`config.mk`:
```
export PLATFORM = sky130hd
export DESIGN_NAME = mem_port_arbiter
export DESIGN_NICKNAME = d
export VERILOG_FILES = /design/src/rtl/mem_port_arbiter.sv
export SDC_FILE = /design/constraint.sdc
export NUM_CORES = 1
export LEC_CHECK = 0
export CAP_MARGIN = 20
export CORE_MARGIN = 2
export CORE_UTILIZATION = 40
export CTS_BUF_LIST = sky130_fd_sc_hd__clkbuf_16
export CTS_CLUSTER_SIZE = 20
export DETAILED_ROUTE_END_ITERATION = 7
export GPL_ROUTABILITY_DRIVEN = 0
export PLACE_DENSITY = 0.8
export SKIP_CTS_REPAIR_TIMING = 1
export SLEW_MARGIN = 10
export SYNTH_ARGS = -nofsm -noshare
export SYNTH_HDL_FRONTEND = slang
export SYNTH_SLANG_ARGS = --single-unit
```
`constraint.sdc`:
```
create_clock -name clk -period 6.74 [get_ports clk]
set_input_delay 1.348 -clock clk [delete_from_list [all_inputs] [get_ports clk]]
set_output_delay 1.348 -clock clk [all_outputs]
set_load 0.01 [all_outputs]
```
`src/rtl/mem_port_arbiter.sv`:
```
// Arbitrates one single-ported memory between the CPU core and the peripheral/DMA port.
// One transaction at a time: IDLE -> ACCESS -> WAIT (MEM_LAT cycles) -> ACK -> IDLE.
module mem_port_arbiter #(
  parameter int AW       = 32,
  parameter int DW       = 32,
  parameter int MEM_LAT  = 1,
  parameter int CPU_PRIO = 1
) (
  input  logic          clk,
  input  logic          rst,
  input  logic          cpu_req,
  input  logic          cpu_we,
  input  logic [AW-1:0] cpu_addr,
  input  logic [DW-1:0] cpu_wdata,
  output logic          cpu_ack,
  output logic [DW-1:0] cpu_rdata,
  input  logic          per_req,
  input  logic          per_we,
  input  logic [AW-1:0] per_addr,
  input  logic [DW-1:0] per_wdata,
  output logic          per_ack,
  output logic [DW-1:0] per_rdata,
  output logic          mem_en,
  output logic          mem_we,
  output logic [AW-1:0] mem_addr,
  output logic [DW-1:0] mem_wdata,
  input  logic [DW-1:0] mem_rdata,
  output logic          busy,
  output logic          owner
);

  typedef enum logic [1:0] {IDLE, ACCESS, WAIT, ACK} state_t;

  localparam logic [3:0] LAT = 4'(MEM_LAT);

  state_t        state_q, state_d;
  logic          mem_en_q, mem_en_d;
  logic          mem_we_q, mem_we_d;
  logic [AW-1:0] mem_addr_q, mem_addr_d;
  logic [DW-1:0] mem_wdata_q, mem_wdata_d;
  logic          cpu_ack_q, cpu_ack_d;
  logic          per_ack_q, per_ack_d;
  logic [DW-1:0] cpu_rdata_q, cpu_rdata_d;
  logic [DW-1:0] per_rdata_q, per_rdata_d;
  logic          owner_q, owner_d;
  logic          last_owner_q, last_owner_d;
  logic [3:0]    cnt_q, cnt_d;
  logic          grant_per;

  // Fixed priority lets the CPU starve the peripheral; round-robin breaks ties against the last owner.
  always_comb begin
    if (CPU_PRIO != 0) begin
      grant_per = !cpu_req;
    end else if (cpu_req && per_req) begin
      grant_per = !last_owner_q;
    end else begin
      grant_per = per_req;
    end
  end

  always_comb begin
    state_d      = state_q;
    mem_en_d     = mem_en_q;
    mem_we_d     = mem_we_q;
    mem_addr_d   = mem_addr_q;
    mem_wdata_d  = mem_wdata_q;
    cpu_ack_d    = 1'b0;
    per_ack_d    = 1'b0;
    cpu_rdata_d  = cpu_rdata_q;
    per_rdata_d  = per_rdata_q;
    owner_d      = owner_q;
    last_owner_d = last_owner_q;
    cnt_d        = cnt_q;
    case (state_q)
      IDLE: begin
        if (cpu_req || per_req) begin
          state_d      = ACCESS;
          mem_en_d     = 1'b1;
          owner_d      = grant_per;
          last_owner_d = grant_per;
          mem_we_d     = grant_per ? per_we    : cpu_we;
          mem_addr_d   = grant_per ? per_addr  : cpu_addr;
          mem_wdata_d  = grant_per ? per_wdata : cpu_wdata;
        end
      end
      ACCESS: begin
        mem_en_d = 1'b0;
        cnt_d    = LAT;
        state_d  = WAIT;
      end
      WAIT: begin
        cnt_d = cnt_q - 4'd1;
        if (cnt_q == 4'd1) begin
          state_d = ACK;
          if (owner_q) begin
            per_ack_d = 1'b1;
          end else begin
            cpu_ack_d = 1'b1;
          end
          // Writes leave both read-data registers untouched.
          if (!mem_we_q) begin
            if (owner_q) begin
              per_rdata_d = mem_rdata;
            end else begin
              cpu_rdata_d = mem_rdata;
            end
          end
        end
      end
      ACK: begin
        state_d = IDLE;
      end
      default: begin
        state_d = IDLE;
      end
    endcase
  end

  always_ff @(posedge clk or posedge rst) begin
    if (rst) begin
      state_q      <= IDLE;
      mem_en_q     <= 1'b0;
      mem_we_q     <= 1'b0;
      mem_addr_q   <= '0;
      mem_wdata_q  <= '0;
      cpu_ack_q    <= 1'b0;
      per_ack_q    <= 1'b0;
      cpu_rdata_q  <= '0;
      per_rdata_q  <= '0;
      owner_q      <= 1'b0;
      last_owner_q <= 1'b1;
      cnt_q        <= 4'd0;
    end else begin
      state_q      <= state_d;
      mem_en_q     <= mem_en_d;
      mem_we_q     <= mem_we_d;
      mem_addr_q   <= mem_addr_d;
      mem_wdata_q  <= mem_wdata_d;
      cpu_ack_q    <= cpu_ack_d;
      per_ack_q    <= per_ack_d;
      cpu_rdata_q  <= cpu_rdata_d;
      per_rdata_q  <= per_rdata_d;
      owner_q      <= owner_d;
      last_owner_q <= last_owner_d;
      cnt_q        <= cnt_d;
    end
  end

  assign mem_en    = mem_en_q;
  assign mem_we    = mem_we_q;
  assign mem_addr  = mem_addr_q;
  assign mem_wdata = mem_wdata_q;
  assign cpu_ack   = cpu_ack_q;
  assign per_ack   = per_ack_q;
  assign cpu_rdata = cpu_rdata_q;
  assign per_rdata = per_rdata_q;
  assign owner     = owner_q;
  assign busy      = (state_q != IDLE);

endmodule

```
== Word level (Yosys, flattened, before mapping) ==
Index checks and enable logic that the tools add are counted.

* Output and inout port bits: 134
* Input bits: 166
* Logic and storage cells: 46
* Register bits after elaboration: 139

* Add/subtract/negate cells: 1
* Equal/unequal tests: 6
* Reductions and logical operators: 11
* Bitwise operators: 2
* Multiplexer cells: 15

{| class="wikitable"
|+ Operator list
! cell !! number
|-
| two-way mux 32 bit || 2
|-
| two-way mux 1 bit || 8
|-
| one-hot mux 2 bit (4 select lines) || 1
|-
| one-hot mux 4 bit (2 select lines) || 1
|-
| AND reduction 4 bit || 2
|-
| AND reduction 2 bit || 3
|-
| nonzero test 2 bit || 3
|-
| == test 2 bit (second input constant) || 2
|-
| == test 4 x 1 -> 1 bit (second input constant) || 1
|-
| two-way mux 2 bit || 2
|-
| != test 2 bit (second input constant) || 2
|-
| subtractor 4 x 1 -> 4 bit (second input constant) || 1
|-
| == test 2 x 1 -> 1 bit (second input constant) || 1
|-
| zero test 2 bit || 1
|-
| inverter 1 bit || 2
|-
| one-hot mux 1 bit (2 select lines) || 1
|-
| zero test 1 bit || 1
|-
| logical OR 1 bit || 1
|}

== Longest topological paths before layout ==
Gate-level depths: netlist of run 1.

* Depth after elaboration: 3
* Gate-level depth with buffers: 7
* Mapped depth without buffers: 5

== Worst setup path before layout of run 1 ==
Ideal clock, no wire load.

* Path type: input -> register
* From: in cpu_req
* To: reg mem_addr_q[0], in the netlist mem_addr[0]
* Path slack: 4.302 ns
* Cell stages on the path: 6
* Data arrival time: 2.356 ns
* Path buffers: 3
* Data required time: 6.657 ns
* Cell sequence: buf_2 o21ai_1 buf_2 clkbuf_1 nand2_1 o21ai_0

* Cells in the longest elaborated chain, start to end: 2
* Elaborated cells between the ends (all ways): 3
* Those cells by class: mux (1); reduce/logical (2)

{| class="wikitable"
|+ RTL lines
! what !! RTL line !! text
|-
| from (decl) || 11 || <nowiki>input logic cpu_req,</nowiki>
|-
| logical OR 1 bit || 76 || <nowiki>if (cpu_req || per_req) begin</nowiki>
|-
| AND reduction 2 bit (no line) || n/a ||
|-
| to (signal assigned) || 137 || <nowiki>mem_addr_q <= mem_addr_d;</nowiki>
|-
| to (decl) || 39 || <nowiki>logic [AW-1:0] mem_addr_q, mem_addr_d;</nowiki>
|}

Several ways; a longest one is shown, not always the timed one.
A chain may end at the register's enable or synchronous reset.

== Worst setup path after layout of run 1 ==
* From: in per_req
* To: reg mem_wdata_q[2], in the netlist mem_wdata[2]

* Cells in the longest elaborated chain, start to end: 2

{| class="wikitable"
|+ RTL lines
! what !! RTL line !! text
|-
| from (decl) || 17 || <nowiki>input logic per_req,</nowiki>
|-
| logical OR 1 bit || 76 ||
|-
| AND reduction 2 bit (no line) || n/a ||
|-
| to (signal assigned) || 138 || <nowiki>mem_wdata_q <= mem_wdata_d;</nowiki>
|-
| to (decl) || 40 || <nowiki>logic [DW-1:0] mem_wdata_q, mem_wdata_d;</nowiki>
|}

Every way passes these cells.

==> results of run 1 <==
[flip-flops by register name (all words and copies together), names as in the netlist]
register   cells
cnt_q          4
cpu_ack        1
cpu_rdata     32
mem_addr      32
mem_en         1
mem_wdata     32
mem_we         1
owner          1
per_ack        1
per_rdata     32
state_q        2
[through the flow]
step	hold slack, ns	cells	cell area [sq um]
after global placement	0.461	925	9080
after floorplan	0.489	467	5990
after global routing	0.496	957	9690
final	0.475	957	9690
after detailed placement	0.471	925	9080
after CTS	0.483	957	9690
[layout make-up]
| type | instances | area (sq um) | area share [%] |
|---|---|---|---|
| multi-input combinational | 291 | 2320 | 23.9 |
| timing repair buffer | 303 | 3020 | 31.2 |
| sequential | 139 | 3480 | 35.9 |
| inverter | 8 | 35.0 | 0.362 |
| clock buffer | 17 | 425 | 4.39 |
| clock inverter | 15 | 181 | 1.87 |
| tap | 184 | 230 | 2.38 |
[kinds of logic (layout without fill, tap and decap cells)]
kind of cell	after synthesis	in the layout	share of synthesized area, %
flip-flops	139	139	58.0
multiplexers	131	131	25.1
AND/OR/NAND/NOR	78	78	5.49
AO/OA/AOI/OAI	77	77	6.78
buffers and inverters	37	343	3.53
adder cells (fa/ha/maj)	5	5	1.04
[Yosys cell counts]
| cell type | count |
|---|---|
| o32a_1 | 1 |
| mux2_4 | 30 |
| and2_1 | 1 |
| ha_1 | 5 |
| nor3_1 | 1 |
| or3_1 | 1 |
| nor2_1 | 2 |
| nand3b_1 | 2 |
| o2bb2ai_1 | 1 |
| nand4bb_1 | 1 |
| buf_6 | 1 |
| clkbuf_1 | 12 |
| inv_1 | 8 |
| mux2_2 | 36 |
| buf_12 | 3 |
| nand2_1 | 67 |
| o21ai_1 | 1 |
| mux2i_1 | 65 |
| a22o_2 | 1 |
| dfrtp_1 | 139 |
| o21ai_0 | 71 |
| and4bb_2 | 1 |
| o22a_1 | 1 |
| o311ai_0 | 1 |
| buf_2 | 13 |
| nand2b_1 | 1 |
| nor3b_1 | 1 |
[per-layer routing]
metal  wire (um)  part of all wire [%]  track usage (%)  vias up
met5           0                     0                0        -
met4         168                   1.1             5.88        0
met3        1210                   7.8             6.24       13
met2        8050                    52             35.0      206
met1        6120                    39             22.2     2165
li1            -                     -                -     2214
[worst min-delay path: cells and delay by family, from the launching register on]
kind	cells	cell delay, ns
flip-flops	1	0.34
AO/OA/AOI/OAI	1	0.06
AND/OR/NAND/NOR	1	0.04
[layout by cell type, fill, tap and decap left out]
cell type	instances
ha_1	5
mux2_2	36
clkinv_1	2
clkinv_2	3
o311ai_0	1
o22a_1	1
bufinv_16	4
or3_2	1
mux2_4	30
nor2_1	2
nor3b_1	1
nand4bb_1	1
nand3b_1	2
clkbuf_16	17
and2_1	1
o21ai_0	71
and4bb_2	1
dfrtp_1	139
o2bb2ai_1	1
inv_6	2
mux2i_1	65
nand2_1	67
buf_4	5
a22o_2	1
clkinvlp_4	3
clkdlybuf4s50_1	298
nand2b_1	1
o21ai_4	1
o32a_1	1
nor3_1	1
inv_1	9
[worst paths after layout]
kind                                           startpoint                        end  slack, ns  depth (start not counted)
worst max-delay path                              per_req   mem_wdata[2]$_DFFE_PP0P_       3.35                          4
worst min-delay path            mem_wdata[10]$_DFFE_PP0P_  mem_wdata[10]$_DFFE_PP0P_       0.48                          2
worst max register to register     state_q[0]$_DFFE_PP0P_  cpu_rdata[29]$_DFFE_PP0P_       4.39                          5
worst min register to register  mem_wdata[10]$_DFFE_PP0P_  mem_wdata[10]$_DFFE_PP0P_       0.48                          2
max in group asynchronous                             rst   per_rdata[6]$_DFFE_PP0P_       4.07                          3
min in group asynchronous                             rst   per_rdata[1]$_DFFE_PP0P_       1.45                          2
[power groups by stage]
stage | clock network, uW | registers (uW) | logic (uW)
3_3_place_gp | 0 | 1480 | 1930
5_1_grt | 1010 | 1540 | 2100
6_report | 942 | 1490 | 1960
4_1_cts | 970 | 1500 | 1990
2_1_floorplan | 0 | 1660 | 741
3_5_place_dp | 0 | 1500 | 1980
==> run_results.csv, run 1 <==
group,metric,value,unit
sta,finalSetupTns,0,ns
cells_and_area,fill_cells,1060,
critical_path,cp.required,6.98,ns
sta,max_freq,295,MHz
critical_path,cp_cell_sequence,"clkdlybuf4s50_1 -> o21ai_4 -> buf_4 -> o21ai_0",
die,die_h,126,um
clock_tree,cts.path.max_buffers,2,
cells_and_area,drive_above_1_share,13.5,%
clock_tree,cts_sinks,139,
routing,vias,4598,
routing,drt-wirelength-per-cell,16.2,um
cells_and_area,nets,931,
sta,finalSetupViolCount,0,
routing,antenna_left,0,
die,dieArea,16000,sq um
critical_path,arrival,3.63,ns
critical_path,cp-end-kind,"flip-flop",
cells_and_area,n_antenna_cell,0,
logic_synthesis,syn_area_per_cell,12.8,sq um
logic_synthesis,ys_ff_latch,139,
critical_path,crit_fanout,80,
pwr,sequentialPowerShare,34.0,%
grt,grt_max_degree,81,
logic_synthesis,synthTopCellsByArea,"dfrtp_1 (58%), mux2i_1 (11%), mux2_4 (7.5%), mux2_2 (6.8%), o21ai_0 (5.9%)",
clock_tree,path_clk_slew,0.06,ns
clock_tree,cts_tree,"yes",
clock_tree,cts_buffers,17,
job,cap_violations,0,
grt,grt_overflow,0,
die,core,14600,sq um
clock_tree,clkLatencyLatePin,0.41,ns
die,start_util,41.1,%
routing,viasPerCell,4.80,
sta,skew,0.00586,ns
cells_and_area,final_util,66.4,%
logic_synthesis,yosysWarnings,0,
logic_synthesis,synthCells,467,
critical_path,crit_slowest_cell,"o21ai_4",
place,hpwl,11800,um
sta,drv_slew,0,
die,rows,44,
die,die_w,126,um
place,place_ws,2.92,ns
outcome,outcome,"finished clean",
sta,layout_setup_ws,3.35,ns
routing,drt-pass1-iter-count,4,
logic_synthesis,netlist_area,5990,sq um
logic_synthesis,synth_fp_nets,638,
routing,drt_iter0_markers,149,
grt,grt_pass1_wl,24600,um
logic_synthesis,synth_top_area_cell,"dfrtp_1",
pwr,p_int,3040,uW
hold_path,min_path_type,"reg -> reg",
critical_path,worst_setup_path_start_kind,"input pin",
pwr,p_clk_share,21.4,%
critical_path,path_class,"in -> reg",
critical_path,critPathMaxStageDelay,0.81,ns
pwr,p_leak,0.00434,uW
cells_and_area,syn_to_final_growth,61.6,%
sta,finalHoldViolations,0,
sta,relSlewSlack,28.5,%
pwr,switching_share,30.9,%
logic_synthesis,yosysSeqAreaShare,58.0,%
place,portBuffers,299,
sta,layout_min_cycle_time,3.39,ns
logic_synthesis,yosysTopAreaCellShare,58.0,%
die,pin_count,300,
routing,drc_errors,0,
critical_path,path_buf_inv,2,
clock_tree,root_buffer,"clkbuf_16",
pwr,power.switching,1360,uW
routing,routed_wl,15500,um
logic_synthesis,ys_types,27,
pwr,total_power,4390,uW
grt,antenna_found_initial,0,
pwr,powerDensity,454,nW/um^2
sta,tightestPinTransition,1.07,ns
pwr,p_comb_share,44.6,%
grt,grt.total_usage,19.5,%
clock_tree,htree_levels,4,
critical_path,cpLargestDelayFamily,"buffers and inverters",
sta,rsz0062_at_grt,"no",
sta,post-route-period-util,50.4,%
grt,grt_pass1_vias,4766,
pwr,irDropWorstVdd,0.190,mV
(Power assumes the default switching activity.)
==> inputs of run 2 (changes only) <==
Settings changed: CORE_UTILIZATION 40 to 37, PLACE_DENSITY 0.8 to 0.78.
Clock period 6.74 ns to 3 ns, I/O delays scaled along.
==> run_results.csv, run 2 (synthesized netlist as in run 1, its figures left out) <==
group,metric,value,unit
job,cap_violations,0,
critical_path,crit_fanout,4,
grt,grt_pass1_vias,4893,
cells_and_area,final_cell_area,9820,sq um
sta,layout_min_cycle_time,2.34,ns
sta,hold_ws,0.475,ns
cells_and_area,final_cell_mix,"clkdlybuf4s50_1 (298), dfrtp_1 (139), o21ai_0 (71)",
sta,relSlewSlack,29.8,%
place,placed_cell_area,9180,sq um
pwr,powerDensity,1020,nW/um^2
critical_path,worstRegToRegCells,5,
cells_and_area,n_antenna_cell,0,
die,core,15900,sq um
critical_path,worst_setup_path_start_kind,"flip-flop",
critical_path,cp.required,2.40,ns
clock_tree,cts_tree,"yes",
clock_tree,cts_buffers,17,
sta,skew,0.00671,ns
sta,post-route-period-util,78.2,%
grt,antenna_found_initial,0,
critical_path,rr_startpoint,"state_q[0]$_DFFE_PP0P_",
clock_tree,clkLatencyLatePin,0.41,ns
routing,vias,4627,
clock_tree,cts.path.max_buffers,2,
critical_path,arrival,1.74,ns
routing,antenna_left,0,
die,die_w,131,um
hold_path,hold_depth,2,
sta,finalHoldViolations,0,
critical_path,path_class,"reg -> out",
die,dieArea,17200,sq um
clock_tree,root_buffer,"clkbuf_16",
routing,drt-pass1-iter-count,4,
cells_and_area,final_common_cell,"clkdlybuf4s50_1",
cells_and_area,syn_to_final_growth,63.8,%
sta,max_freq,426,MHz
cells_and_area,nets,934,
place,hpwl,12300,um
clock_tree,htree_levels,4,
routing,routed_wl,16100,um
sta,finalSetupViolCount,0,
critical_path,cp-end-kind,"output port",
pwr,irDropWorstVdd,0.486,mV
sta,rsz0062_at_grt,"no",
routing,viasPerCell,4.66,
hold_path,worstHoldStart,"mem_addr[25]$_DFFE_PP0P_",
routing,drt_iter0_markers,181,
critical_path,critical_path.startpoint,"state_q[0]$_DFFE_PP0P_",
cells_and_area,drive_above_1_share,14.2,%
sta,drv_slew,0,
sta,tightestPinTransition,1.05,ns
sta,finalSetupTns,0,ns
pwr,p_leak,0.00438,uW
die,pin_count,300,
sta,layout_setup_ws,0.655,ns
clock_tree,path_clk_slew,0.06,ns
grt,grt.total_usage,19.2,%
place,portBuffers,299,
die,rows,46,
grt,grt_overflow,0,
die,die_h,131,um
die,start_util,37.7,%
place,place_ws,0.660,ns
outcome,outcome,"finished clean",
clock_tree,cts_sinks,139,
routing,drt-wirelength-per-cell,16.2,um
grt,grt_max_degree,73,
grt,grt_pass1_wl,26100,um
hold_path,min_path_type,"reg -> reg",
routing,drc_errors,0,
[run 2: cell count changes in the layout (fill, tap and decap cells not counted), moves of 2 or more]
cell      delta
inv_8        +2
inv_6        +2
clkinv_1     -2
clkinv_2     -3
clkinv_4     +2
buf_12       +3
[run 2: layout make-up]
type,count,area [sq um]
fillers,1254,6070
inverters,8,33.8
well taps,216,270
repair buffers,306,3080
clock inverters,15,214
clock buffers,17,425
flip-flops and latches,139,3480
multi-input cells,291,2320
[run 2: worst max-delay path, stage by stage, from the launching register on]
cell and delay [ns]:
dfrtp_1 0.37, inv_1 0.07, ha_1 0.26, inv_1 0.10, clkdlybuf4s50_1 0.55
[run 2: per-stage QoR]
stage / power, uW / std cells / utilization [%]
6_report: 10100 / 992 / 61.8
5_1_grt: 10700 / 992 / 61.8
4_1_cts: 10200 / 992 / 61.8
3_5_place_dp: 7860 / 960 / 57.8
3_3_place_gp: 7670 / 960 / 57.8
2_1_floorplan: 5390 / 467 / -
[run 2: layer usage]
layer	GRT usage [%]	share of wire, %	vias up	wire length [um]
met3	7.75	8.3	16	1340
met2	32.3	49	214	7960
met4	5.01	1.4	0	227
met1	22.8	41	2181	6590
met5	0	0	-	0
li1	-	-	2216	-
[run 2: worst paths after layout]
kind / end / slack (ns)
worst max-delay path: busy / 0.66
worst min-delay path: mem_addr[25]$_DFFE_PP0P_ / 0.47
worst max register to register: cpu_rdata[3]$_DFFE_PP0P_ / 0.66
worst min register to register: mem_addr[25]$_DFFE_PP0P_ / 0.47
max in group asynchronous: per_rdata[21]$_DFFE_PP0P_ / 2.03
min in group asynchronous: mem_addr[8]$_DFFE_PP0P_ / 0.63
[run 2: report_power, final]
group          internal, uW  switching [uW]
Sequential             2820             543
Combinational          2640            1810
Clock                  1410             838
Total                  6870            3190
==> inputs of run 3 (changes only) <==
Settings changed: CORE_UTILIZATION 37 to 40, PLACE_DENSITY 0.78 to 0.8.
Clock period 3 ns to 2.42 ns, I/O delays scaled along.
==> run_results.csv, run 3 (synthesized netlist as in run 1, its figures left out) <==
group,metric,value,unit
sta,relSlewSlack,59.8,%
critical_path,critPathMaxStageDelay,0.56,ns
grt,grt.total_usage,21.0,%
clock_tree,cts_sinks,139,
grt,met3_usage,8.56,%
clock_tree,cts_tree,"yes",
sta,layout_min_cycle_time,2.26,ns
grt,grt_use_met2,35.8,%
sta,post-route-period-util,93.5,%
outcome,outcome,"finished clean",
cells_and_area,final_common_cell,"clkdlybuf4s50_1",
grt,antenna_found_initial,0,
die,die_h,126,um
pwr,irDropWorstVdd,0.530,mV
routing,drt-wirelength-per-cell,17.0,um
critical_path,cp_cell_sequence,"inv_1 -> ha_1 -> inv_1 -> clkdlybuf4s50_1",
sta,finalHoldViolations,0,
grt,grt_overflow,0,
die,core,14600,sq um
cells_and_area,regArea,3480,sq um
cells_and_area,multi_input_area,2320,sq um
sta,finalSetupTns,0,ns
routing,drc_errors,0,
sta,rsz0062_at_grt,"no",
pwr,p_leak,0.00438,uW
cells_and_area,fill_cells,1042,
grt,grt_pass1_vias,5032,
critical_path,crit_slowest_cell,"clkdlybuf4s50_1",
sta,hold_ws,0.445,ns
critical_path,crit_fanout,4,
die,rows,44,
critical_path,worstRegToRegCells,6,
clock_tree,cts.path.max_buffers,2,
cells_and_area,final_cell_mix,"clkdlybuf4s50_1 (298), dfrtp_1 (139), o21ai_0 (71)",
clock_tree,cts_buffers,17,
place,hpwl,12400,um
sta,max_freq,442,MHz
die,dieArea,16000,sq um
job,cap_violations,0,
sta,tightestPinTransition,0.603,ns
critical_path,cp_common_cell,"inv_1",
critical_path,path_class,"reg -> out",
routing,antenna_left,0,
routing,routed_wl,16300,um
hold_path,min_path_type,"in -> async",
die,start_util,41.1,%
grt,grt_pass1_wl,26400,um
clock_tree,htree_levels,4,
die,pin_count,300,
cells_and_area,n_antenna_cell,0,
critical_path,cp-end-kind,"output port",
place,portBuffers,299,
clock_tree,root_buffer,"clkbuf_16",
cells_and_area,drive_above_1_share,14.0,%
routing,vias,4671,
cells_and_area,nets,937,
critical_path,cp.required,1.94,ns
routing,drt_iter0_markers,127,
cells_and_area,syn_to_final_growth,62.9,%
critical_path,worst_setup_path_start_kind,"flip-flop",
pwr,powerDensity,1250,nW/um^2
grt,use_met1,24.6,%
clock_tree,path_clk_slew,0.06,ns
grt,busiest_layer,"met2",
routing,viasPerCell,4.86,
grt,grt_max_degree,91,
die,die_w,126,um
routing,drt-pass1-iter-count,4,
sta,finalSetupViolCount,0,
sta,skew,0.00755,ns
sta,drv_slew,0,
clock_tree,clkLatencyLatePin,0.41,ns
critical_path,arrival,1.78,ns
run 3: changes by cell type in the layout (fill, tap and decap cells not counted), sizes merged:
| cell | previous run | this run |
|---|---|---|
| buf | 8 | 11 |
| clkinv | 2 | 5 |
| bufinv | 4 | 3 |
| inv | 14 | 10 |
run 3: final timing paths:
kind                                            from                   endpoint  slack, ns
max in group asynchronous                        rst    mem_addr[6]$_DFFE_PP0P_       1.35
min in group clk           mem_wdata[13]$_DFFE_PP0P_  mem_wdata[13]$_DFFE_PP0P_       0.47
min                                              rst  per_rdata[19]$_DFFE_PP0P_       0.44
min reg2reg                mem_wdata[13]$_DFFE_PP0P_  mem_wdata[13]$_DFFE_PP0P_       0.47
max                           state_q[0]$_DFFE_PP0P_                       busy       0.16
max reg2reg                   state_q[0]$_DFFE_PP0P_  cpu_rdata[19]$_DFFE_PP0P_       0.30
run 3: worst max-delay path, delay by kind of cell (launching register included):
kind                     cells  cell delay (ns)
adder cells (fa/ha/maj)      1             0.27
buffers and inverters        3             0.73
flip-flops                   1             0.36
run 3: final cells by class:
type	count	area share (%)
Tap cell	184	2.36
Multi-Input combinational cell	291	23.7
Clock inverter	13	1.56
Inverter	8	0.346
Clock buffer	17	4.36
Sequential cell	139	35.6
Timing Repair Buffer	309	32.0
run 3: power breakdown:
part           internal, uW  switching (uW)  total (uW)  leakage (uW)
clock                  1600             952        2550      0.000282
combinational          3290            2220        5510       0.00242
sequential             3490             677        4170       0.00168
total                  8380            3850       12200       0.00438
run 3: through the flow:
step	utilization, %	instance area (sq um)	setup WS (ns)	cells	power (uW)
floorplan	-	6000	0.201	467	6680
global placement	63.0	9190	0.379	931	9520
detailed placement	63.0	9190	0.301	931	9760
CTS	66.9	9770	0.116	961	12400
global route	66.9	9770	0.0775	961	13000
finish	66.9	9770	0.157	961	12200
run 3: routing by layer:
layer | vias up | part of all wire [%]
met1 | 2225 | 40
met2 | 216 | 50
met3 | 10 | 9.5
li1 | 2220 | -
met4 | 0 | 0.97
met5 | - | 0
